$ cat src/rtl/seg7_scan_mux_if.sv
// Digit register-file write port for seg7_scan_mux.
// The master drives one write per cycle, and the slave always accepts it.
interface seg7_scan_mux_if #(
    parameter int NDIGITS = 4
) ();
    localparam int AW = $clog2(NDIGITS);

    logic          wr_en;
    logic [AW-1:0] wr_addr;
    logic [3:0]    wr_data;
    logic          wr_dp;

    modport master (output wr_en, output wr_addr, output wr_data, output wr_dp);
    modport slave  (input  wr_en, input  wr_addr, input  wr_data, input  wr_dp);
endinterface

$ cat src/rtl/seg7_scan_mux.sv
// Multiplexed 7-segment scan driver with a per-digit code/dp register file,
// an anti-ghost blank interval, leading-zero blanking and optional blink (SEG7_BLINK_EN).
module seg7_scan_mux #(
    parameter int NDIGITS   = 4,
    parameter int SCAN_DIV  = 50000,
    parameter int BLANK_CYC = 2,
    parameter int BLINK_DIV = 256
) (
    input  logic                       clk_2,
    input  logic                       reset,
    seg7_scan_mux_if.slave             wr,
    input  logic                       lzb,
    input  logic [NDIGITS-1:0]         blink_mask,
    output logic [7:0]                 SEG,
    output logic [NDIGITS-1:0]         DIG,
    output logic [$clog2(NDIGITS)-1:0] cur_digit
);
    localparam int AW = $clog2(NDIGITS);
    localparam int CW = (SCAN_DIV > 1) ? $clog2(SCAN_DIV) : 1;
    localparam logic [CW-1:0] SCAN_LAST = CW'(SCAN_DIV - 1);
    localparam logic [AW-1:0] IDX_LAST  = AW'(NDIGITS - 1);

    logic [3:0]         code_q [NDIGITS];
    logic [NDIGITS-1:0] dp_q;
    logic [CW-1:0]      scan_cnt;
    logic [AW-1:0]      idx;
    logic               slot_end;
    logic               round_end;
    logic               in_blank;
    logic               blink_off;
    logic               zero_run;
    logic [NDIGITS-1:0] lz_blank;
    logic               digit_off;
    logic [7:0]         seg_next;
    logic [NDIGITS-1:0] dig_next;

    function automatic logic [6:0] glyph(input logic [3:0] h);
        glyph = 7'h00;
        case (h)
            4'h0: glyph = 7'h3F;
            4'h1: glyph = 7'h06;
            4'h2: glyph = 7'h5B;
            4'h3: glyph = 7'h4F;
            4'h4: glyph = 7'h66;
            4'h5: glyph = 7'h6D;
            4'h6: glyph = 7'h7D;
            4'h7: glyph = 7'h07;
            4'h8: glyph = 7'h7F;
            4'h9: glyph = 7'h6F;
            4'hA: glyph = 7'h77;
            4'hB: glyph = 7'h7C;
            4'hC: glyph = 7'h39;
            4'hD: glyph = 7'h5E;
            4'hE: glyph = 7'h79;
            4'hF: glyph = 7'h71;
            default: glyph = 7'h00;
        endcase
    endfunction

    assign slot_end  = (scan_cnt == SCAN_LAST);
    assign round_end = slot_end && (idx == IDX_LAST);

    generate
        if (BLANK_CYC == 0) begin : g_no_blank
            assign in_blank = 1'b0;
        end else begin : g_blank
            assign in_blank = (scan_cnt < CW'(BLANK_CYC));
        end
    endgenerate

`ifdef SEG7_BLINK_EN
    localparam int RW = (BLINK_DIV > 1) ? $clog2(BLINK_DIV) : 1;
    localparam logic [RW-1:0] ROUND_LAST = RW'(BLINK_DIV - 1);

    logic [RW-1:0] round_cnt;
    logic          blink_phase;

    // Rounds are counted on the idx wrap, so a blink half-period is whole scan rounds.
    always_ff @(posedge clk_2 or posedge reset) begin
        if (reset) begin
            round_cnt   <= '0;
            blink_phase <= 1'b0;
        end else if (round_end) begin
            if (round_cnt == ROUND_LAST) begin
                round_cnt   <= '0;
                blink_phase <= ~blink_phase;
            end else begin
                round_cnt <= round_cnt + 1'b1;
            end
        end
    end

    assign blink_off = blink_phase & blink_mask[idx];
`else
    localparam int unused_blink_div = BLINK_DIV;
    logic unused_blink_mask;
    assign unused_blink_mask = ^blink_mask;
    assign blink_off = 1'b0;
`endif

    // A digit is a leading zero when it and every more significant digit hold 0.
    always_comb begin
        zero_run = 1'b1;
        lz_blank = '0;
        for (int k = NDIGITS - 1; k >= 1; k--) begin
            zero_run    = zero_run & (code_q[k] == 4'h0);
            lz_blank[k] = zero_run;
        end
    end

    assign digit_off = (lzb & lz_blank[idx]) | blink_off;

    always_comb begin
        dig_next = '0;
        seg_next = '0;
        if (!in_blank) begin
            dig_next = NDIGITS'(1) << idx;
            if (!digit_off) begin
                seg_next = {dp_q[idx], glyph(code_q[idx])};
            end
        end
    end

    always_ff @(posedge clk_2 or posedge reset) begin
        if (reset) begin
            scan_cnt  <= '0;
            idx       <= '0;
            cur_digit <= '0;
            SEG       <= '0;
            DIG       <= '0;
            dp_q      <= '0;
            for (int i = 0; i < NDIGITS; i++) begin
                code_q[i] <= 4'h0;
            end
        end else begin
            if (slot_end) begin
                scan_cnt <= '0;
                idx      <= (idx == IDX_LAST) ? '0 : idx + 1'b1;
            end else begin
                scan_cnt <= scan_cnt + 1'b1;
            end
            cur_digit <= idx;
            SEG       <= seg_next;
            DIG       <= dig_next;
            // Decoded per-entry compare drops any address beyond the last digit.
            for (int i = 0; i < NDIGITS; i++) begin
                if (wr.wr_en && (wr.wr_addr == AW'(i))) begin
                    code_q[i] <= wr.wr_data;
                    dp_q[i]   <= wr.wr_dp;
                end
            end
        end
    end
endmodule

$ cat src/flat_wrapper.sv
// flat-port wrapper written by rule: the top's interface ports become plain ports
module seg7_scan_mux_flat 
#(
    parameter int NDIGITS   = 4,
    parameter int SCAN_DIV  = 50000,
    parameter int BLANK_CYC = 2,
    parameter int BLINK_DIV = 256
)
  (clk_2, reset, lzb, blink_mask, SEG, DIG, cur_digit, wr_wr_en, wr_wr_addr, wr_wr_data, wr_wr_dp);
  seg7_scan_mux_if #(.NDIGITS(NDIGITS)) wr_i ();
  input  logic clk_2;
  input  logic reset;
  input  logic lzb;
  input  logic [NDIGITS-1:0] blink_mask;
  output logic [7:0] SEG;
  output logic [NDIGITS-1:0] DIG;
  output logic [$clog2(NDIGITS)-1:0] cur_digit;
  input wire logic [$bits(wr_i.wr_en)-1:0] wr_wr_en;
  input wire logic [$bits(wr_i.wr_addr)-1:0] wr_wr_addr;
  input wire logic [$bits(wr_i.wr_data)-1:0] wr_wr_data;
  input wire logic [$bits(wr_i.wr_dp)-1:0] wr_wr_dp;
  assign wr_i.wr_en = wr_wr_en;
  assign wr_i.wr_addr = wr_wr_addr;
  assign wr_i.wr_data = wr_wr_data;
  assign wr_i.wr_dp = wr_wr_dp;
  seg7_scan_mux #(.NDIGITS(NDIGITS), .SCAN_DIV(SCAN_DIV), .BLANK_CYC(BLANK_CYC), .BLINK_DIV(BLINK_DIV)) u_core (.clk_2(clk_2), .reset(reset), .wr(wr_i), .lzb(lzb), .blink_mask(blink_mask), .SEG(SEG), .DIG(DIG), .cur_digit(cur_digit));
endmodule
$ cat config.mk
export PLATFORM = sky130hd
export DESIGN_NAME = seg7_scan_mux_flat
export DESIGN_NICKNAME = d
export VERILOG_FILES = /design/src/rtl/seg7_scan_mux_if.sv /design/src/rtl/seg7_scan_mux.sv /design/src/flat_wrapper.sv
export SDC_FILE = /design/constraint.sdc
export NUM_CORES = 1
export LEC_CHECK = 0
export ABC_AREA = 0
export BUFFER_PORTS_ARGS = -buffer_cell sky130_fd_sc_hd__buf_2
export CAP_MARGIN = 20
export CORE_UTILIZATION = 33
export DETAILED_ROUTE_END_ITERATION = 12
export GPL_TIMING_DRIVEN = 1
export PLACE_DENSITY = 0.52
export SYNTH_ARGS = -nofsm -noshare
export SYNTH_HDL_FRONTEND = slang
export SYNTH_SLANG_ARGS = --single-unit
$ cat constraint.sdc
create_clock -name clk_2 -period 3.98 [get_ports clk_2]
set_input_delay 0.796 -clock clk_2 [delete_from_list [all_inputs] [get_ports clk_2]]
set_output_delay 0.796 -clock clk_2 [all_outputs]
set_load 0.01 [all_outputs]
Yosys cells after proc, flatten, opt, wreduce, memory -nomap -nowiden
Memory sizes are Yosys's and may differ from the RTL's.
Cells that the tools add are included.
- add/subtract/negate cells: 2
- multipliers: 0
- div/mod/pow operators: 0
- $lt $le $gt $ge: 3
- equality and inequality tests: 5
- shifts and indexed selects: 1
- mux-type cells: 12
- bitwise gates (word level): 4
- reductions and logical operators: 8
- operator list (kind ; number):
    $add 16x1->16 const B ; 1
    $eq 16x16->1 const B ; 1
    $lt 16x2->1 const B ; 1
    $mux 16 ; 1
    $mux 8 ; 2
    $logic_not 4->1 ; 3
    $mux 4 ; 3
    $bmux 4 s2 ; 1
    $eq 2x2->1 const B ; 3
    $bmux 1 s2 ; 2
    $logic_and 1x1->1 ; 4
    $shl 1x2->4 const A ; 1
    $and 1x1->1 ; 3
    $ge 3x3->1 const B ; 1
    $lt 2x3->1 const B ; 1
    $not 2->3 ; 1
    $add 2x1->2 const B ; 1
    $eq 2x1->1 const B ; 1
    $logic_not 2->1 ; 1
    $mux 1 ; 2
    $mux 2 ; 1
- register bits: 52
- latch bits: 0
- RAM bits: 0
- bits in read-only memories: 112
- input port bits: 15
- output and inout bits: 14
- word-level logic and storage cells: 49
- memories: 1
- memory list (name ; depth ; bits a word ; read ports ; clocked after memory_dff ; wr ports ; line ; source):
    (name not given) ; 16 ; 7 ; 1 ; 0 ; 0 ; seg7_scan_mux.sv:39 ; case (h)

Logic depth before layout (Yosys ltp)
Gate-level depths: netlist of the first run.
- depth after elaboration: 8
- gate-level depth with buffers: 8
- mapped depth without buffers: 7

Worst setup path after synthesis of the first run
OpenSTA, ideal clock, no wires.
- kind: reg-to-reg
- start point: register u_core.idx[0]
- end point: register u_core.SEG[3]
- setup time: 122 ps
- data arrival time: 1889 ps
- required time: 3858 ps
- path slack: 1969 ps
- stages on the path, launching flop included: 7
- path buffers: 1
- clock period less this slack: 2011 ps
- cells stage by stage: dfrtp_1 buf_6 mux4_1 ha_1 nand2_1 o21ai_1 a2111oi_1
- longest elaborated chain between the ends: 7
- elaborated cells between the ends (all ways): 10
- those cells by class: mux: 7; bitwise: 2; memory: 1
- RTL lines (item ; line ; source):
    from (decl) ; seg7_scan_mux.sv:26 ; logic [AW-1:0] idx;
    from (signal assigned) ; seg7_scan_mux.sv:138 ; idx <= (idx == IDX_LAST) ? '0 : idx + 1'b1;
    $not 2->3 (implied by the code) ; seg7_scan_mux.sv:119 ; seg_next = {dp_q[idx], glyph(code_q[idx])};
    $bmux 4 s2 ; seg7_scan_mux.sv:119 ;
    $mux 4 (implied by the code) (2 in series) ; seg7_scan_mux.sv:119 ;
    $mem_v2 16x7 ; -- ;
    $mux 8 (*) ; seg7_scan_mux.sv:118 ; if (!digit_off) begin
    $mux 8 (*) ; seg7_scan_mux.sv:116 ; if (!in_blank) begin
    via u_core.seg_next[3] ; seg7_scan_mux.sv:34 ; logic [7:0] seg_next;
    to (signal assigned) ; seg7_scan_mux.sv:143 ; SEG <= seg_next;
    to (decl) ; seg7_scan_mux.sv:14 ; output logic [7:0] SEG,
Mark *: on every way through the listed nets, which the timed path passes. The rest lies on a longest branch. The select of a mux whose other input is x is not followed.
A chain may end at the register's enable or synchronous reset.

Worst setup path after layout of the first run
- start point: register u_core.idx[0]
- end point: register u_core.SEG[2]
Same word-level chain as after synthesis.

==> results of run 1 <==
==> how the worst max path moves through the flow <==
stage / startpoint / endpoint / slack, ps
2_1_floorplan: reset / u_core.DIG[0] / 1930
3_3_place_gp: u_core.idx[0] / u_core.SEG[3] / 1560
3_5_place_dp: u_core.idx[0] / u_core.SEG[2] / 1580
4_1_cts: u_core.idx[0] / u_core.SEG[2] / 1560
5_1_grt: u_core.idx[0] / u_core.SEG[2] / 1360
6_report: u_core.idx[0] / u_core.SEG[2] / 1550
==> critical path: stages, from the launching register on <==
cell,delay [ps]
sky130_fd_sc_hd__dfrtp_1,680
sky130_fd_sc_hd__mux4_1,750
sky130_fd_sc_hd__inv_1,160
sky130_fd_sc_hd__ha_1,260
sky130_fd_sc_hd__nor2_1,70
sky130_fd_sc_hd__a2111oi_0,370
==> registers in the layout (all words and copies together), names as in the netlist <==
| name | cells |
|---|---|
| u_core.scan_cnt | 16 |
| u_core.SEG | 8 |
| u_core.DIG | 4 |
| u_core.dp_q | 4 |
| u_core.code_q | 16 |
| u_core.idx | 2 |
| u_core.cur_digit | 2 |
==> layer usage <==
metal,vias to the layer above,wire [um],global-route usage (%)
li1,785,-,-
met1,752,2398,19.65
met2,28,1697,15.73
met3,2,166,3.358
met4,0,17,3.079
met5,-,0,0
==> layout make-up <==
cell class	instances	area, um2	area share, %
multi-input cells	134	1100	38.96
clock inverters	2	38.79	1.374
repair buffers	26	135.1	4.787
well taps	99	123.9	4.388
inverters	11	41.29	1.463
flip-flops and latches	52	1301	46.10
clock buffers	6	82.58	2.926
==> per-stage QoR <==
step,cells,instance area [um2]
CTS,330,2823
finish,330,2823
floorplan,203,2486
global placement,322,2701
global route,330,2823
detailed placement,322,2701
==> cell families after synthesis <==
logic type | after synthesis | synth area share, %
compound gates | 18 | 4.529
xor+xnor | 12 | 4.227
fa+ha+maj | 11 | 5.536
buf+inv | 17 | 3.422
flops | 52 | 52.34
mux | 29 | 15.75
simple gates | 64 | 14.19
==> power by group through the flow <==
stage,registers [uW],logic (uW),clock network (uW)
2_1_floorplan,634,137,0
3_3_place_gp,630,200,0
3_5_place_dp,630,201,0
4_1_cts,619,202,395
5_1_grt,627,225,414
6_report,619,199,378
==> layout by cell type, fill, tap and decap left out, types with 2 or more instances in the layout <==
cell,count
sky130_fd_sc_hd__mux2i_1,2
sky130_fd_sc_hd__inv_1,10
sky130_fd_sc_hd__or4_1,2
sky130_fd_sc_hd__nor2b_1,6
sky130_fd_sc_hd__nand4_1,5
sky130_fd_sc_hd__and3_1,4
sky130_fd_sc_hd__o21ai_0,3
sky130_fd_sc_hd__ha_1,11
sky130_fd_sc_hd__a21oi_1,7
sky130_fd_sc_hd__dfrtp_1,52
sky130_fd_sc_hd__clkbuf_8,6
sky130_fd_sc_hd__nor3b_1,2
sky130_fd_sc_hd__nor2_1,12
sky130_fd_sc_hd__mux4_1,3
sky130_fd_sc_hd__nor4_1,8
sky130_fd_sc_hd__nor3_1,8
sky130_fd_sc_hd__nand2_1,6
sky130_fd_sc_hd__xor2_1,7
sky130_fd_sc_hd__mux4_2,2
sky130_fd_sc_hd__o31ai_1,2
sky130_fd_sc_hd__nand3_1,4
sky130_fd_sc_hd__xnor2_1,5
sky130_fd_sc_hd__nand3b_1,4
sky130_fd_sc_hd__mux2_2,22
sky130_fd_sc_hd__buf_2,24
sky130_fd_sc_hd__buf_4,2
==> results.yml, run 1 <==
power:
  p_clk_share_pct: 31.6
  p_seq_share_pct: 51.7
  p_sw_share_pct: 25.39
  p_per_cell_area_nw_per_um2: 423.6
  power_uw: 1196
  power_switching_uw: 303.6
  vdd_ir_drop_max_v: 0.0001460
  combPwrFrac_pct: 16.6
  internal-power_uw: 892.2
  power.static_leakage_uw: 0.001264
grt:
  grt_antenna_before_repair: 0
  grt_first_pass_wirelength_um: 7341
  first_global_vias: 1430
  grt-ovfl-total: 0
  maximum_number_of_pins_on_one_net_before_global_route_repair: 34
  gr-usage-all-layers_pct: 12.24
cts:
  clock_latency_reported_for_the_late_side_of_the_worst_skew_pair_ps: 300
  tritoncts.num_buffers: 5
  clock_tree_from_tritoncts: "yes"
  cts_setup_buffers: 0
  clock_path_buffers: 2
  cts_resized: 0
  h-tree-depth: 2
  clockRootBuffer: "sky130_fd_sc_hd__clkbuf_8"
  ctsHoldBuffers: 0
  cts_sinks: 52
  clk_transition_reported_paths_ps: 90
placement:
  place_ws_ps: 1583
  gpl.final_weighted_congestion: 0.7563
  placement.io_buffers: 24
  post_dp_hpwl_um: 3104
logic_synthesis:
  synth-edff-count: 0
  synth-seq-area-share_pct: 52.34
  synth_top_area_share_pct: 52.34
  library_cells_used_by_synthesis: 36
  number_of_warning_messages_in_the_yosys_log: 0
  synth_top_flop_cell: "sky130_fd_sc_hd__dfrtp_1"
  synth_cells: 203
  netlist_top_cells_count: "sky130_fd_sc_hd__dfrtp_1, sky130_fd_sc_hd__mux2_2, sky130_fd_sc_hd__nor2_1, sky130_fd_sc_hd__ha_1, sky130_fd_sc_hd__inv_1"
  mappedNetlistNets: 229
  average_footprint_of_a_synthesized_cell_um2: 12.25
  top_cell_type_by_total_area_after_synthesis: "sky130_fd_sc_hd__dfrtp_1"
  most_common_cell_in_the_netlist: "sky130_fd_sc_hd__dfrtp_1"
  ys_async_sr_fraction_pct: 100.0
  yosys_register_bits: 52
  synth.area.top_cells: "sky130_fd_sc_hd__dfrtp_1, sky130_fd_sc_hd__mux2_2, sky130_fd_sc_hd__ha_1, sky130_fd_sc_hd__mux4_1, sky130_fd_sc_hd__xor2_1"
  synth.cell_area_um2: 2486
timing:
  fin_skew_ps: 4.582
  max_slew_margin_pct: 33.88
  totalNegativeSetupSlack_ps: 0
  worstMarginPinSlew_ps: 989.6
  maxClockFrequency_mhz: 412.3
  rsz0062_at_grt: "no"
  finalMaxSlewViolations: 0
  hold_viol: 0
  setup-violations-final: 0
  post-route-min-period_ps: 2425
  finalCritPeriodShare_pct: 60.93
  timing.hold.ws_ps: 457.6
  setup_slack_ps: 1555
min_path:
  hold_class: "flop to flop"
  origin_of_the_worst_min_delay_path: "u_core.scan_cnt[0]"
  worst_hold_path.num_cells: 1
  worst_hold_path.endpoint: "u_core.scan_cnt[0]"
routing:
  routedWlPerCell_um: 12.97
  per_cell_via_count_in_the_routed_design: 4.748
  count_of_nets_left_with_antenna_violations_after_detail_routing: 0
  initialDrtViolationCount: 54
  post-route-drc-count: 0
  detailroute.via_count: 1567
  postRouteWirelength_um: 4279
  first_pass_iters: 4
floorplanning:
  floorplan.io_pins: 29
  starting_density_of_the_core_pct: 34.28
  chipWidth_um: 88.80
  design.die.area_um2: 7885
  fp.coreArea_um2: 7253
  rows: 31
  die_outline_height_um: 88.80
critical_path:
  regToRegEndpoint: "u_core.SEG[2]"
  r2r_start: "u_core.idx[0]"
  timing.critical_path.required_ps: 4150
  worstSetupEndpointType: "flop"
  type_of_the_worst_setup_path: "flop to flop"
  timing.reg2reg.setup_slack_ps: 1550
  arrival_ps: 2600
  worst_r2r_path_depth: 5
  worstPathMaxFanout: 13
  worstSetupStartpointType: "flop"
final_layout:
  area_growth_pct: 13.54
  drive_above_1_share_pct: 26.41
  number_of_antenna_cells_inserted: 0
  final_util_pct: 38.92
  filler_cells_inserted: 707
  nNetsFinal: 256
run:
  drv_cap: 0
status:
  outcome: "finished, final reports clean"
(Power assumes the default switching activity.)
==> inputs of run 2 (changes only) <==
--- a/config.mk
+++ b/config.mk
@@ -5,7 +5,7 @@
 export SDC_FILE = /design/constraint.sdc
 export NUM_CORES = 1
 export LEC_CHECK = 0
-export ABC_AREA = 0
+export ABC_AREA = 1
 export BUFFER_PORTS_ARGS = -buffer_cell sky130_fd_sc_hd__buf_2
 export CAP_MARGIN = 20
 export CORE_UTILIZATION = 33
==> constraint.sdc (replaced) <==
create_clock -name clk_2 -period 2.5 [get_ports clk_2]
set_input_delay 0.5 -clock clk_2 [delete_from_list [all_inputs] [get_ports clk_2]]
set_output_delay 0.5 -clock clk_2 [all_outputs]
set_load 0.01 [all_outputs]
==> results.yml, run 2 <==
cts:
  clock_latency_reported_for_the_late_side_of_the_worst_skew_pair_ps: 300
  cts_setup_buffers: 0
  clock_path_buffers: 2
  cts_sinks: 52
  clock_tree_from_tritoncts: "yes"
  tritoncts.num_buffers: 5
  h-tree-depth: 2
  cts_resized: 0
  ctsHoldBuffers: 0
  clk_transition_reported_paths_ps: 100
  clockRootBuffer: "sky130_fd_sc_hd__clkbuf_8"
critical_path:
  worstPathMaxFanout: 17
  setup.worst_path.start: "u_core.idx[0]"
  timing.critical_path.slowest_stage_cell: "sky130_fd_sc_hd__dfrtp_1"
  type_of_the_worst_setup_path: "flop to flop"
  arrival_ps: 2050
  worstSetupStartpointType: "flop"
  timing.critical_path.required_ps: 2740
  worstSetupEndpointType: "flop"
  slowest_delay_ps: 430
  r2r_start: "u_core.idx[0]"
  timing.critical_path.cells: "buf_4 > nand2_1 > nand3_1 > nand2_1 > inv_1 > ha_1 > o21ai_1 > nor2_1 > nor2_1"
logic_synthesis:
  yosys_register_bits: 52
  synth-seq-area-share_pct: 46.24
  average_footprint_of_a_synthesized_cell_um2: 7.838
  mappedNetlistNets: 385
  synth.cell_area_um2: 2814
  synth-edff-count: 0
  synth_top_flop_cell: "sky130_fd_sc_hd__dfrtp_1"
  synth_cells: 359
  netlist_top_cells_count: "sky130_fd_sc_hd__nand2_1, sky130_fd_sc_hd__nor2_1, sky130_fd_sc_hd__dfrtp_1, sky130_fd_sc_hd__inv_1, sky130_fd_sc_hd__o21ai_0"
  number_of_warning_messages_in_the_yosys_log: 0
  most_common_cell_in_the_netlist: "sky130_fd_sc_hd__nand2_1"
  top_cell_type_by_total_area_after_synthesis: "sky130_fd_sc_hd__dfrtp_1"
  library_cells_used_by_synthesis: 28
  synth_top_area_share_pct: 46.24
  ys_async_sr_fraction_pct: 100.0
  synth.area.top_cells: "sky130_fd_sc_hd__dfrtp_1, sky130_fd_sc_hd__nand2_1, sky130_fd_sc_hd__nor2_1, sky130_fd_sc_hd__inv_1, sky130_fd_sc_hd__o21ai_0"
power:
  p_sw_share_pct: 28.34
  vdd_ir_drop_max_v: 0.0002895
  power_switching_uw: 533.6
  internal-power_uw: 1349
  p_clk_share_pct: 30.9
  p_per_cell_area_nw_per_um2: 593.8
  combPwrFrac_pct: 17.5
  p_seq_share_pct: 51.6
  power.static_leakage_uw: 0.001613
grt:
  gr-usage-all-layers_pct: 14.30
  maximum_number_of_pins_on_one_net_before_global_route_repair: 45
  first_global_vias: 2053
  grt-ovfl-total: 0
  grt_first_pass_wirelength_um: 9908
  grt_antenna_before_repair: 0
timing:
  worstMarginPinSlew_ps: 445.0
  totalNegativeSetupSlack_ps: 0
  finalMaxSlewViolations: 0
  setup_slack_ps: 690.1
  setup-violations-final: 0
  post-route-min-period_ps: 1810
  finalCritPeriodShare_pct: 72.40
  max_slew_margin_pct: 70.02
  maxClockFrequency_mhz: 552.5
  fin_skew_ps: 5.182
  rsz0062_at_grt: "no"
  hold_viol: 0
  timing.hold.ws_ps: 102.4
placement:
  place.detailed.instances: 487
  dpl_cell_area_um2: 3059
  gpl.final_weighted_congestion: 0.7905
  place_ws_ps: 717.4
  post_dp_hpwl_um: 4190
  placement.io_buffers: 24
final_layout:
  filler_cells_inserted: 864
  mostFrequentLayoutCells: "sky130_fd_sc_hd__nand2_1, sky130_fd_sc_hd__nor2_1, sky130_fd_sc_hd__dfrtp_1"
  reg_top3: "u_core.code_q x16, u_core.scan_cnt x16, u_core.SEG x8"
  number_of_antenna_cells_inserted: 0
  finalNonFillerCells: 495
  final_common_cell: "sky130_fd_sc_hd__nand2_1"
  nNetsFinal: 415
  drive_above_1_share_pct: 16.15
  final_design_area_no_fill_um2: 3171
  area_growth_pct: 12.67
floorplanning:
  floorplan.io_pins: 29
  starting_density_of_the_core_pct: 34.25
  die_outline_height_um: 94.34
  chipWidth_um: 94.34
  rows: 33
  fp.coreArea_um2: 8217
  design.die.area_um2: 8900
routing:
  detailroute.via_count: 2201
  first_pass_iters: 4
  post-route-drc-count: 0
  per_cell_via_count_in_the_routed_design: 4.446
  routedWlPerCell_um: 11.53
  postRouteWirelength_um: 5705
  initialDrtViolationCount: 71
  count_of_nets_left_with_antenna_violations_after_detail_routing: 0
min_path:
  hold_class: "input port to asynchronous set/reset pin"
status:
  outcome: "finished, final reports clean"
run:
  drv_cap: 0
## run 2: cell types whose count changed in the layout (fill, tap and decap cells not counted), moves of 8 or more
cell	before	now
sky130_fd_sc_hd__inv_1	10	39
sky130_fd_sc_hd__nor2_2	0	8
sky130_fd_sc_hd__o21ai_0	3	29
sky130_fd_sc_hd__nand2_1	6	92
sky130_fd_sc_hd__nor4_1	8	0
sky130_fd_sc_hd__mux2_2	22	0
sky130_fd_sc_hd__nand3_1	4	24
sky130_fd_sc_hd__nor2_1	12	58
## run 2: through the flow
step / util (%) / power, uW
after floorplan: - / 1218
after global placement: 37.23 / 1316
after detailed placement: 37.23 / 1322
after CTS: 38.59 / 1914
after global routing: 38.59 / 2004
final: 38.59 / 1883
## run 2: worst paths after layout
check / cells after the start / slack, ps / endpoint
setup / recovery: 9 / 690 / u_core.SEG[6]
hold / removal: 2 / 100 / u_core.scan_cnt[11]
setup reg to reg: 9 / 690 / u_core.SEG[6]
hold reg to reg: 1 / 460 / u_core.scan_cnt[0]
max in group asynchronous: 3 / 1900 / u_core.code_q[14]
min in group clk_2: 1 / 460 / u_core.scan_cnt[0]
## run 2: kinds of logic after synthesis
family / count (synthesis) / synth area share (%)
AOI/OAI and AO/OA: 37 / 6.670
xor gates and xnor gates: 7 / 2.179
adders and majority gates: 11 / 4.891
buffers and inverters: 49 / 7.737
DFF: 52 / 46.24
and+or+nand+nor: 203 / 32.28
## run 2: worst max-delay path, delay by kind of cell, from the launching register on
family	cells	cell delay, ps
adders and majority gates	1	250
buffers and inverters	2	340
DFF	1	430
AOI/OAI and AO/OA	1	200
and+or+nand+nor	5	520
## run 2: metal layers
layer / wire length (um) / up-vias / part of all wire, % / GRT usage [%]
li1: - / 1179 / - / -
met1: 3096 / 978 / 54 / 21.39
met2: 2373 / 39 / 42 / 20.95
met3: 183 / 5 / 3.2 / 2.899
met4: 52 / 0 / 0.91 / 3.462
met5: 0 / - / 0 / 0
## run 2: layout make-up
cell class / count / area, um2 / area share, %
Inverter: 45 / 176.4 / 5.564
Clock buffer: 5 / 68.82 / 2.170
Multi-Input combinational cell: 258 / 1295 / 40.84
Tap cell: 105 / 131.4 / 4.144
Timing Repair Buffer: 27 / 155.1 / 4.893
Clock inverter: 3 / 42.54 / 1.342
Sequential cell: 52 / 1301 / 41.04
## run 2: power groups by stage
stage	Combinational, uW	Clock, uW	Sequential [uW]
3_5_place_dp	334	0	988
3_3_place_gp	328	0	988
4_1_cts	335	607	971
5_1_grt	385	639	980
6_report	330	582	971
2_1_floorplan	223	0	995
